--- src/rtl/arb_pkg.sv ---
// arb_pkg: shared FSM encoding, pick result type and helpers
// for the Avalon-MM master arbiter (round-robin pick, byteenable width).
package arb_pkg;

  localparam int MAX_CH     = 8;
  localparam int DEF_DATA_W = 32;

  typedef logic [0:0] state_t;
  localparam state_t IDLE  = 1'b0;
  localparam state_t GRANT = 1'b1;

  typedef struct packed {
    logic       vld;
    logic [2:0] idx;
  } pick_t;

  function automatic int be_w(input int data_w);
    return data_w / 8;
  endfunction

  localparam int BE_W = DEF_DATA_W / 8;

  // First requester at or after ptr, wrapping at num_ch.
  // Descending loop: the last hit written is the closest one.
  function automatic pick_t rr_pick(
    input logic [MAX_CH-1:0] req,
    input logic [2:0]        ptr,
    input int                num_ch
  );
    pick_t      p;
    logic [2:0] c;
    p = '0;
    for (int k = MAX_CH - 1; k >= 0; k--) begin
      if (k < num_ch) begin
        c = 3'((int'(ptr) + k) % num_ch);
        if (req[c]) begin
          p.vld = 1'b1;
          p.idx = c;
        end
      end
    end
    return p;
  endfunction

endpackage

--- src/rtl/avalon_master_arbiter_if.sv ---
// Avalon-MM bus bundle: NUM_CH upstream slave ports plus one master port.
// master = arbiter view (drives m_* and s_* responses); slave = environment.
interface avalon_master_arbiter_if
  import arb_pkg::*;
#(
  parameter int NUM_CH = 3,
  parameter int ADDR_W = 26,
  parameter int DATA_W = 32
);
  localparam int BEW = be_w(DATA_W);

  logic [NUM_CH*ADDR_W-1:0] s_address;
  logic [NUM_CH-1:0]        s_read;
  logic [NUM_CH-1:0]        s_write;
  logic [NUM_CH*BEW-1:0]    s_byteenable;
  logic [NUM_CH*DATA_W-1:0] s_writedata;
  logic [NUM_CH-1:0]        s_waitrequest;
  logic [DATA_W-1:0]        s_readdata;
  logic [NUM_CH-1:0]        s_readdatavalid;

  logic [ADDR_W-1:0]        m_address;
  logic                     m_read;
  logic                     m_write;
  logic [BEW-1:0]           m_byteenable;
  logic [DATA_W-1:0]        m_writedata;
  logic                     m_waitrequest;
  logic [DATA_W-1:0]        m_readdata;
  logic                     m_readdatavalid;

  modport master (
    input  s_address, s_read, s_write,
    input  s_byteenable, s_writedata,
    output s_waitrequest, s_readdata,
    output s_readdatavalid,
    output m_address, m_read, m_write,
    output m_byteenable, m_writedata,
    input  m_waitrequest, m_readdata,
    input  m_readdatavalid
  );

  modport slave (
    output s_address, s_read, s_write,
    output s_byteenable, s_writedata,
    input  s_waitrequest, s_readdata,
    input  s_readdatavalid,
    input  m_address, m_read, m_write,
    input  m_byteenable, m_writedata,
    output m_waitrequest, m_readdata,
    output m_readdatavalid
  );

endinterface

--- src/rtl/arb_tag_fifo.sv ---
// arb_tag_fifo: read-owner tag FIFO (push/pop/din/dout/full/empty/count).
// DEPTH is a power of two; push while full is taken when a pop coincides.
module arb_tag_fifo #(
  parameter int TAG_W = 2,
  parameter int DEPTH = 8
) (
  input  logic                   clock,
  input  logic                   reset,
  input  logic                   push,
  input  logic                   pop,
  input  logic [TAG_W-1:0]       din,
  output logic [TAG_W-1:0]       dout,
  output logic                   full,
  output logic                   empty,
  output logic [$clog2(DEPTH):0] count
);
  localparam int AW = $clog2(DEPTH);

  logic [TAG_W-1:0] mem_q [DEPTH];
  logic [AW-1:0]    wr_q, wr_d;
  logic [AW-1:0]    rd_q, rd_d;
  logic [AW:0]      cnt_q, cnt_d;
  logic             do_push, do_pop;

  assign full    = (cnt_q == (AW+1)'(DEPTH));
  assign empty   = (cnt_q == '0);
  assign do_pop  = pop & ~empty;
  assign do_push = push & (~full | do_pop);
  assign dout    = mem_q[rd_q];
  assign count   = cnt_q;

  always_comb begin
    wr_d  = wr_q + AW'(do_push);
    rd_d  = rd_q + AW'(do_pop);
    cnt_d = cnt_q + (AW+1)'(do_push)
                  - (AW+1)'(do_pop);
  end

  always_ff @(posedge clock or negedge reset) begin
    if (!reset) begin
      wr_q  <= '0;
      rd_q  <= '0;
      cnt_q <= '0;
    end else begin
      wr_q  <= wr_d;
      rd_q  <= rd_d;
      cnt_q <= cnt_d;
    end
  end

  always_ff @(posedge clock) begin
    if (do_push) mem_q[wr_q] <= din;
  end

endmodule

--- src/rtl/avalon_master_arbiter.sv ---
// avalon_master_arbiter: merges NUM_CH Avalon-MM masters onto one SDRAM port.
// Ports: clock, reset (async low), bus (if.master), outstanding, rsp_error.
module avalon_master_arbiter
  import arb_pkg::*;
#(
  parameter int NUM_CH    = 3,
  parameter int ADDR_W    = 26,
  parameter int DATA_W    = 32,
  parameter int MAX_OUTST = 8,
  parameter int ARB_MODE  = 0
) (
  input  logic                       clock,
  input  logic                       reset,
  avalon_master_arbiter_if.master    bus,
  output logic [$clog2(MAX_OUTST):0] outstanding,
  output logic                       rsp_error
);
  localparam int CH_W = $clog2(NUM_CH);
  localparam int BEW  = be_w(DATA_W);

  state_t            state_q, state_d;
  logic [CH_W-1:0]   owner_q, owner_d;
  logic [CH_W-1:0]   ptr_q, ptr_d;
  logic              rsp_error_q, rsp_error_d;

  logic              fifo_full, fifo_empty;
  logic [CH_W-1:0]   fifo_dout;
  logic              push, pop, accept;
  logic              cmd_wr, cmd_rd;
  logic [NUM_CH-1:0] elig;
  pick_t             pick;

  // Reads need a free tag slot; writes are always eligible.
  assign elig = bus.s_write
              | (bus.s_read & {NUM_CH{~fifo_full}});

  assign pick = rr_pick(MAX_CH'(elig),
                        (ARB_MODE == 1) ? 3'd0 : 3'(ptr_q),
                        NUM_CH);

  always_comb begin
    bus.m_address    = bus.s_address[owner_q*ADDR_W +: ADDR_W];
    bus.m_byteenable = bus.s_byteenable[owner_q*BEW +: BEW];
    bus.m_writedata  = bus.s_writedata[owner_q*DATA_W +: DATA_W];
    // Read+write together is treated as a write.
    cmd_wr = (state_q == GRANT) & bus.s_write[owner_q];
    cmd_rd = (state_q == GRANT) & bus.s_read[owner_q]
           & ~bus.s_write[owner_q] & ~fifo_full;
    bus.m_write = cmd_wr;
    bus.m_read  = cmd_rd;
    bus.s_waitrequest = '1;
    if (state_q == GRANT)
      bus.s_waitrequest[owner_q] = bus.m_waitrequest;
  end

  assign accept = (cmd_wr | cmd_rd) & ~bus.m_waitrequest;
  assign push   = accept & cmd_rd;
  assign pop    = bus.m_readdatavalid & ~fifo_empty;

  assign bus.s_readdata      = bus.m_readdata;
  assign bus.s_readdatavalid = pop ? (NUM_CH'(1) << fifo_dout) : '0;

  always_comb begin
    state_d = state_q;
    owner_d = owner_q;
    ptr_d   = ptr_q;
    unique case (state_q)
      IDLE: begin
        if (pick.vld) begin
          owner_d = CH_W'(pick.idx);
          state_d = GRANT;
        end
      end
      GRANT: begin
        if (accept) begin
          state_d = IDLE;
          ptr_d   = (owner_q == CH_W'(NUM_CH - 1))
                  ? '0 : owner_q + 1'b1;
        end else if (!(cmd_wr | cmd_rd)) begin
          state_d = IDLE;
        end
      end
      default: state_d = IDLE;
    endcase
  end

  // Returning data with no tag is unmatched and latches the error.
  assign rsp_error_d = rsp_error_q
                     | (bus.m_readdatavalid & fifo_empty);
  assign rsp_error   = rsp_error_q;

  always_ff @(posedge clock or negedge reset) begin
    if (!reset) begin
      state_q     <= IDLE;
      owner_q     <= '0;
      ptr_q       <= '0;
      rsp_error_q <= 1'b0;
    end else begin
      state_q     <= state_d;
      owner_q     <= owner_d;
      ptr_q       <= ptr_d;
      rsp_error_q <= rsp_error_d;
    end
  end

  arb_tag_fifo #(
    .TAG_W (CH_W),
    .DEPTH (MAX_OUTST)
  ) u_tag_fifo (
    .clock (clock),
    .reset (reset),
    .push  (push),
    .pop   (pop),
    .din   (owner_q),
    .dout  (fifo_dout),
    .full  (fifo_full),
    .empty (fifo_empty),
    .count (outstanding)
  );

endmodule
--- src/flat_wrapper.sv ---
// flat-port wrapper written by rule: the top's interface ports become plain ports
module avalon_master_arbiter_flat import arb_pkg::*;
#(
  parameter int NUM_CH    = 3,
  parameter int ADDR_W    = 26,
  parameter int DATA_W    = 32,
  parameter int MAX_OUTST = 8,
  parameter int ARB_MODE  = 0
)
  (clock, reset, outstanding, rsp_error, bus_s_address, bus_s_read, bus_s_write, bus_s_byteenable, bus_s_writedata, bus_s_waitrequest, bus_s_readdata, bus_s_readdatavalid, bus_m_address, bus_m_read, bus_m_write, bus_m_byteenable, bus_m_writedata, bus_m_waitrequest, bus_m_readdata, bus_m_readdatavalid);
  avalon_master_arbiter_if #(.NUM_CH(NUM_CH), .ADDR_W(ADDR_W), .DATA_W(DATA_W)) bus_i ();
  input  logic clock;
  input  logic reset;
  output logic [$clog2(MAX_OUTST):0] outstanding;
  output logic rsp_error;
  input wire logic [$bits(bus_i.s_address)-1:0] bus_s_address;
  input wire logic [$bits(bus_i.s_read)-1:0] bus_s_read;
  input wire logic [$bits(bus_i.s_write)-1:0] bus_s_write;
  input wire logic [$bits(bus_i.s_byteenable)-1:0] bus_s_byteenable;
  input wire logic [$bits(bus_i.s_writedata)-1:0] bus_s_writedata;
  output wire logic [$bits(bus_i.s_waitrequest)-1:0] bus_s_waitrequest;
  output wire logic [$bits(bus_i.s_readdata)-1:0] bus_s_readdata;
  output wire logic [$bits(bus_i.s_readdatavalid)-1:0] bus_s_readdatavalid;
  output wire logic [$bits(bus_i.m_address)-1:0] bus_m_address;
  output wire logic [$bits(bus_i.m_read)-1:0] bus_m_read;
  output wire logic [$bits(bus_i.m_write)-1:0] bus_m_write;
  output wire logic [$bits(bus_i.m_byteenable)-1:0] bus_m_byteenable;
  output wire logic [$bits(bus_i.m_writedata)-1:0] bus_m_writedata;
  input wire logic [$bits(bus_i.m_waitrequest)-1:0] bus_m_waitrequest;
  input wire logic [$bits(bus_i.m_readdata)-1:0] bus_m_readdata;
  input wire logic [$bits(bus_i.m_readdatavalid)-1:0] bus_m_readdatavalid;
  assign bus_i.s_address = bus_s_address;
  assign bus_i.s_read = bus_s_read;
  assign bus_i.s_write = bus_s_write;
  assign bus_i.s_byteenable = bus_s_byteenable;
  assign bus_i.s_writedata = bus_s_writedata;
  assign bus_s_waitrequest = bus_i.s_waitrequest;
  assign bus_s_readdata = bus_i.s_readdata;
  assign bus_s_readdatavalid = bus_i.s_readdatavalid;
  assign bus_m_address = bus_i.m_address;
  assign bus_m_read = bus_i.m_read;
  assign bus_m_write = bus_i.m_write;
  assign bus_m_byteenable = bus_i.m_byteenable;
  assign bus_m_writedata = bus_i.m_writedata;
  assign bus_i.m_waitrequest = bus_m_waitrequest;
  assign bus_i.m_readdata = bus_m_readdata;
  assign bus_i.m_readdatavalid = bus_m_readdatavalid;
  avalon_master_arbiter #(.NUM_CH(NUM_CH), .ADDR_W(ADDR_W), .DATA_W(DATA_W), .MAX_OUTST(MAX_OUTST), .ARB_MODE(ARB_MODE)) u_core (.clock(clock), .reset(reset), .bus(bus_i), .outstanding(outstanding), .rsp_error(rsp_error));
endmodule
--- config.mk ---
export PLATFORM = sky130hd
export DESIGN_NAME = avalon_master_arbiter_flat
export DESIGN_NICKNAME = d
export VERILOG_FILES = /design/src/rtl/arb_pkg.sv /design/src/rtl/avalon_master_arbiter_if.sv /design/src/rtl/arb_tag_fifo.sv /design/src/rtl/avalon_master_arbiter.sv /design/src/flat_wrapper.sv
export SDC_FILE = /design/constraint.sdc
export NUM_CORES = 1
export LEC_CHECK = 0
export CORE_AREA = 2 2 131 133
export DETAILED_ROUTE_END_ITERATION = 16
export DIE_AREA = 0 0 133 135
export GPL_ROUTABILITY_DRIVEN = 0
export PLACE_DENSITY_LB_ADDON = 0.08
export SLEW_MARGIN = 20
export SYNTH_ARGS = -nofsm -noshare
export SYNTH_HDL_FRONTEND = slang
export SYNTH_HIERARCHICAL = 1
export SYNTH_SLANG_ARGS = --single-unit
--- constraint.sdc ---
create_clock -name clock -period 3.1 [get_ports clock]
set_input_delay 0.93 -clock clock [delete_from_list [all_inputs] [get_ports clock]]
set_output_delay 0.93 -clock clock [all_outputs]
set_load 0.03 [all_outputs]
# Yosys cells after proc, flatten, opt, wreduce, memory -nomap -nowiden
# Memory sizes are Yosys's and may differ from the RTL's.
# Cells that the tools add are included.
# totals
register_bits,16
ram_bits,16
out_inout_bits,107
n_memories,1
# op_classes
add_sub_neg,7
mul,1
n_div,3
n_lt_le_gt_ge,5
eq_ne,2
shifts,4
n_mux,24
n_bitwise,22
reduce_logical,4
# mem_list
memory,words,width,read_ports,rd_clocked_by_memory_dff,write_ports,line_no,text
u_core.u_tag_fifo.mem_q,8,2,1,0,1,arb_tag_fifo.sv:19,logic [TAG_W-1:0] mem_q [DEPTH];
# ops
op,n
$shiftx A96 B8 Y32,1
$shiftx A78 B8 Y26,1
$mod A32 B3 Y32 const B,2
$mod A3 B3 Y32 const B,1
$lt A3 B4 Y1 const B,3
$mux W4,3
$shiftx A12 B5 Y4,1
$mux W1,11
$and A1 B1 Y1,10
$bmux W1 S3,3
$add A3 B1 Y3,2
$mul A2 B4 Y6 const B,1
$mux W3,2
$or A3 B3 Y3,2
$not A1 Y1,5
$add A4 B1 Y4,1
$bmux W1 S2,2
$eq A4 B4 Y1 const B,1
$logic_not A4 Y1,1
$reduce_and A2 Y1,2
$sub A4 B1 Y4,1
$add A2 B1 Y3 const B,1
$add A2 B2 Y3 const B,1
$and A3 B3 Y3,1
11 further kinds,13

# Logic depth before layout (Yosys ltp)
# Gate-level depths: netlist of run 1.
# logic_depth
ltp_word,11
depth_mapped,13

# Hierarchy
# The synthesis of run 1 kept the hierarchy.
# by_module_without_submodules
module,instances,cells_each,area_per_inst_um2,seq_area_each_um2
avalon_master_arbiter,1,324,2207.1,150.1
arb_tag_fifo,1,73,1187.4,730.7

# Worst setup path after synthesis of run 1
# OpenSTA, ideal clock, no wires.
# synth_timing
kind,register to register
startpoint,"reg u_core.u_tag_fifo.cnt_q[2], in the netlist u_core/u_tag_fifo/count[2]"
endpoint,"reg u_core.u_tag_fifo.cnt_q[3], in the netlist u_core/u_tag_fifo/count[3]"
t_arrival_ns,2.865
t_required_ns,3.021
slack_ns,0.156
path_stages_with_launch,13
n_path_buf,0
period_less_slack_ns,2.944
cell_sequence,dfrtp_1 inv_1 ha_1 or3b_4 inv_1 nor2_1 and3b_1 nor2b_1 or2_2 ha_1 a21o_1 a21oi_1 xor2_1
# synth_via
elab_chain_cells,9
word_cells_on_any_way,14
# synth_rtl
element,line_no,text
from (decl),arb_tag_fifo.sv:22,"logic [AW:0] cnt_q, cnt_d;"
from (signal assigned),arb_tag_fifo.sv:47,cnt_q <= cnt_d;
$eq A4 B4 Y1 *,arb_tag_fifo.sv:25,assign full = (cnt_q == (AW+1)'(DEPTH));
via u_core.fifo_full,avalon_master_arbiter.sv:26,"logic fifo_full, fifo_empty;"
$not A1 Y1 *,avalon_master_arbiter.sv:48,& ~bus.s_write[owner_q] & ~fifo_full;
$and A1 B1 Y1 *,avalon_master_arbiter.sv:48,
via bus_m_read,flat_wrapper.sv:25,output wire logic [$bits(bus_i.m_read)-1:0] bus_m_read;
$or A1 B1 Y1,avalon_master_arbiter.sv:56,assign accept = (cmd_wr | cmd_rd) & ~bus.m_waitrequest;
$and A1 B1 Y1,avalon_master_arbiter.sv:56,
$and A1 B1 Y1 *,avalon_master_arbiter.sv:57,assign push = accept & cmd_rd;
via u_core.push,avalon_master_arbiter.sv:28,"logic push, pop, accept;"
$and A1 B1 Y1 *,arb_tag_fifo.sv:28,assign do_push = push & (~full | do_pop);
$add A4 B1 Y4 *,arb_tag_fifo.sv:35,cnt_d = cnt_q + (AW+1)'(do_push)
$sub A4 B1 Y4 *,arb_tag_fifo.sv:36,- (AW+1)'(do_pop);
via u_core.u_tag_fifo.cnt_d[3],arb_tag_fifo.sv:22,
# Mark *: on every way through the listed nets, which the timed path passes. The rest lies on a longest branch.
# A chain may end at the register's enable or synchronous reset.

# Final worst setup path of run 1
# layout_timing
startpoint,in bus_s_writedata[82]
endpoint,out bus_m_writedata[18]
# layout_via
elab_chain_cells,1
# layout_rtl
element,line_no,text
from (decl),flat_wrapper.sv:20,input wire logic [$bits(bus_i.s_writedata)-1:0] bus_s_writedata;
$shiftx A96 B8 Y32,avalon_master_arbiter.sv:44,bus.m_writedata = bus.s_writedata[owner_q*DATA_W +: DATA_W];
to (decl),flat_wrapper.sv:28,output wire logic [$bits(bus_i.m_writedata)-1:0] bus_m_writedata;
# No other way between the ends.

==> results.txt, run 1 <==
In this run the static leakage power is roughly 2.6 nW. The portion of synthesized area spent on multiplexers is 0.258. The routed wire length came out at between 15,000 and 20,000 um.

The sum of overflow across all layers after global routing is 0. Buffers inserted during clock tree synthesis total 5. The worst slack at placement came out at -211 ps.

The CTS tree is done. sky130_fd_sc_hd__mux2i_1 takes more of the synthesized area than any other cell. The final instance area came out at 6560 um2. The y dimension of the die is around 140 um. The later-pin clock latency in the skew report came out at between 200 and 300 ps.

The simple-gate portion of the synthesized area is 0.148. The number of inserted diodes came out at 0. The compound-gate portion of the synthesized area came out at 0.143. Setup repair after global routing left no endpoint under its margin. The clock transition time at the flip-flop clock pins of the worst setup and hold paths is ~50 ps. The maximum number of pins on one net before global-route repair is roughly 80. Compared with the post-synthesis result, the final layout area differs by 93.2%.

The share of the clock period used by the worst path after layout is 0.985. The finished layout holds about 870 standard cells, fillers aside. The run finished with clean final reports. The shortest clock period the worst path allows after layout came out at around 3000 ps. The number of routed nets with antenna violations came out at 0. Counting instances in the post-synthesis netlist gives the leading cell types as sky130_fd_sc_hd__mux2i_1, sky130_fd_sc_hd__nand2_1, sky130_fd_sc_hd__o21ai_0. The areal power density over the cells is about 800 nW/um2.

The number of endpoints failing setup at the final stage is 0. The share of the synthesized area in the top cell type came out at 0.212. The critical path starts at bus_s_writedata[82]. The register-to-register path setup slack came out at between 300 and 400 ps.

The first global-routing pass estimated 23,400 um of wire. The launch point of the worst reg-to-reg path is u_core/u_tag_fifo/count[2]$_DFF_PN0_. The synthesized area per cell came out at between 8 and 9 um2.

The fraction of synthesized cell area in xor and xnor cells is 0.0103. The flip-flop and latch count after synthesis is 32. In the routed design, unresolved DRC markers number 0. The core region area is 16,400 um2. Measured on the finished design, the core utilization comes to 0.400. The number of antenna violations at the first check in global routing was 0. The layout has 1,627 filler cells. The pin slew with the least headroom to its limit came out at approximately 450 ps.

For the worst setup path, the data arrival time is roughly 2100 ps. The final count of hold timing violations came out at 0. The maximum clock insertion buffer count is 2. The count of maximum capacitance violations came out at 0. After detailed placement, the design holds a cell count of between 800 and 900. Counting instances, the worst hold path has a depth of 1. The synthesized netlist cell count is 397. Buffers placed on the I/O ports in this run total 270. The critical path's largest stage delay came out at 460 ps. Among all cell types in the netlist, the one instantiated most often is sky130_fd_sc_hd__mux2i_1.

The post-synthesis adder-cell area fraction is 0.0649. The footprint of the flip-flops and latches is between 800 and 900 um2. The startpoint type of the worst setup path is a primary input.

The number of global-route vias before repair came to ~4,000. The count of pins over their slew limit came out at 0. The number of iterations in the first detailed-routing pass came out at 4. After synthesis, the share of flip-flops with an asynchronous set or reset is 0.500. The cell count of the worst reg-to-reg path came out at 12. Yosys attributes the largest share of cell area to sky130_fd_sc_hd__mux2i_1, sky130_fd_sc_hd__edfxtp_1, sky130_fd_sc_hd__dfrtp_1, sky130_fd_sc_hd__o21ai_0, sky130_fd_sc_hd__nand2_1. The tightest slew margin relative to the limit is 0.695. For this run, the leading register cell type out of synthesis is sky130_fd_sc_hd__edfxtp_1. The critical path in this run is classified as in2out. By area, the combinational part of the netlist is dominated by multiplexers. Based on the critical path, the design can be clocked at up to 327 MHz. The number of nets in the synthesized netlist is about 640. The worst flop-to-flop path endpoint is u_core/u_tag_fifo/count[3]$_DFF_PN0_. The clock tree skew after final layout is 3.75 ps. The HPWL after detailed placement is between 10,000 and 15,000 um. The share of the Yosys chip area taken by registers is 0.259. The tree is rooted in a sky130_fd_sc_hd__clkbuf_16. The number of warnings reported in the yosys synthesis log came out at 6. The average wire length per cell after detail routing is about 19 um. The number of nets in the final layout is a little under 900.

The sink count of the clock tree came out at 32. Counting distinct cell types in the post-synthesis netlist gives 46. The I/O pin count came out at ~340. Across every metal layer, demand over resource in global routing totals 0.172. In the final layout, the multi-input gates occupy about 2100 um2. The initial utilization of the core area, before any placement, comes to 0.207.

The maximum vdd drop is 380 uV. The number of rows created at floorplan is 47. The largest individual stage delay along the critical path comes from the cell sky130_fd_sc_hd__clkdlybuf4s50_1. After layout, the worst setup slack is 45.7 ps. The netlist area before placement came out at roughly 3400 um2.

After the first detailed-routing iteration, the DRC count stood at between 100 and 150. In this run the worst hold path is classified as reg2reg. The H-tree was split into 2 levels. The data required time of the critical path came out at between 2000 and 2500 ps. The most critical setup path has its endpoint at bus_m_writedata[18]. The signal on the critical path passes through clkdlybuf4s50_1 -> mux2i_1 -> o21ai_0 -> buf_12.

The worst hold path begins at u_core/rsp_error$_DFF_PN0_. The total via count after detailed routing came out at around 3,700. The die width is between 100 and 150 um. Counting flops with a built-in enable in the synthesized netlist gives 16. The instance area at placement came out at between 6000 and 7000 um2. The average vias per placed instance is around 4.3. The area enclosed by the die boundary came out at around 18,000 um2. The type of element capturing the critical path is an output port. Of all nets on the critical path, the largest fanout is 1. The ratio of cells with drive above 1 in the final layout came out at 0.198.
==> metrics by stage <==
step	hold slack, ps	power, mW	setup TNS (ps)
after floorplan	518	2.99	0
after global placement	442	4.83	-817
after detailed placement	446	4.85	-1710
after CTS	458	5.42	0
after global routing	473	5.70	0
final	454	5.35	0
==> power by group <==
| part | total (mW) | internal, mW | leakage (nW) | switching, mW |
|---|---|---|---|---|
| Sequential | 0.751 | 0.587 | 0.334 | 0.165 |
| Combinational | 4.06 | 1.85 | 2.21 | 2.21 |
| Clock | 0.541 | 0.377 | 0.0808 | 0.164 |
==> sequential cells by signal (all words and copies together), names as in the netlist <==
name and flops:
u_core/ptr_q 2, u_core/u_tag_fifo/rd_q 3, u_core/rsp_error 1, u_core/u_tag_fifo/wr_q 3
u_core/state_q 1, u_core/u_tag_fifo/count 4, u_core/u_tag_fifo/mem_q 16, u_core/owner_q 2
==> layout by cell type, fill, tap and decap left out, types with 2 or more instances in the layout <==
cell,instances
sky130_fd_sc_hd__nor3_1,3
sky130_fd_sc_hd__nand2b_1,5
sky130_fd_sc_hd__nand2_1,70
sky130_fd_sc_hd__inv_2,2
sky130_fd_sc_hd__dfrtp_1,14
sky130_fd_sc_hd__buf_4,74
sky130_fd_sc_hd__mux2_2,2
sky130_fd_sc_hd__clkdlybuf4s50_1,196
sky130_fd_sc_hd__nor2b_1,2
sky130_fd_sc_hd__mux2_4,2
sky130_fd_sc_hd__o21ai_0,64
sky130_fd_sc_hd__and4b_1,2
sky130_fd_sc_hd__clkbuf_16,5
sky130_fd_sc_hd__dlymetal6s2s_1,2
sky130_fd_sc_hd__mux4_2,4
sky130_fd_sc_hd__o21ai_1,2
sky130_fd_sc_hd__mux2i_1,72
sky130_fd_sc_hd__dlygate4sd2_1,2
sky130_fd_sc_hd__edfxtp_1,16
sky130_fd_sc_hd__xor2_1,4
sky130_fd_sc_hd__a21o_1,3
sky130_fd_sc_hd__nor2_1,6
sky130_fd_sc_hd__nand3_1,2
sky130_fd_sc_hd__or2_2,2
sky130_fd_sc_hd__or3_1,3
sky130_fd_sc_hd__a21oi_1,7
sky130_fd_sc_hd__inv_1,12
sky130_fd_sc_hd__buf_12,25
sky130_fd_sc_hd__nor3b_1,3
sky130_fd_sc_hd__ha_1,16
sky130_fd_sc_hd__nor4b_1,3
sky130_fd_sc_hd__o21ai_2,2
==> what timing repair did <==
action | 4_1_cts | 5_1_grt
hold buffers | 0 | 0
gates resized for setup | 3 | 4
setup endpoints to repair | 2 | 1
buffers inserted | 0 | 1
pin swaps | 0 | 1
==> final cells by class <==
| class | instances | area share |
|---|---|---|
| Tap cell | 220 | 0.0420 |
| Clock inverter | 2 | 0.00534 |
| Clock buffer | 6 | 0.0197 |
| Multi-Input combinational cell | 295 | 0.323 |
| Sequential cell | 32 | 0.135 |
| Inverter | 14 | 0.00801 |
| Timing Repair Buffer | 299 | 0.467 |
==> per-layer routing <==
metal,GRT usage,part of all wire
met5,0,0
met4,0.0382,0.015
met3,0.0777,0.12
met2,0.297,0.49
met1,0.196,0.38
==> worst max-delay path, delay by kind of cell <==
family / cells / cell delay, ps
buf+inv: 2 / 640
compound gates: 1 / 410
mux: 1 / 140
==> logic make-up after synthesis <==
logic type,after synthesis
xor gates and xnor gates,4
and+or+nand+nor,107
DFF,32
muxes,81
adders and majority gates,17
buffers and inverters,70
AOI/OAI and AO/OA,86
==> worst min-delay path by stage <==
| stage | slack, ps | endpoint |
|---|---|---|
| 2_1_floorplan | 520 | u_core/u_tag_fifo/rd_q[1]$_DFF_PN0_ |
| 3_5_place_dp | 450 | u_core/rsp_error$_DFF_PN0_ |
| 6_report | 450 | u_core/rsp_error$_DFF_PN0_ |
| 3_3_place_gp | 440 | u_core/rsp_error$_DFF_PN0_ |
| 5_1_grt | 470 | u_core/rsp_error$_DFF_PN0_ |
| 4_1_cts | 460 | u_core/rsp_error$_DFF_PN0_ |
No activity file was read; power rests on OpenSTA's default activity.
==> inputs of run 2 (changes only) <==
Settings changed: CTS_CLUSTER_DIAMETER set to 40.
==> results of run 2 <==
Final layout, timing and power as in run 1 (identical DEF).
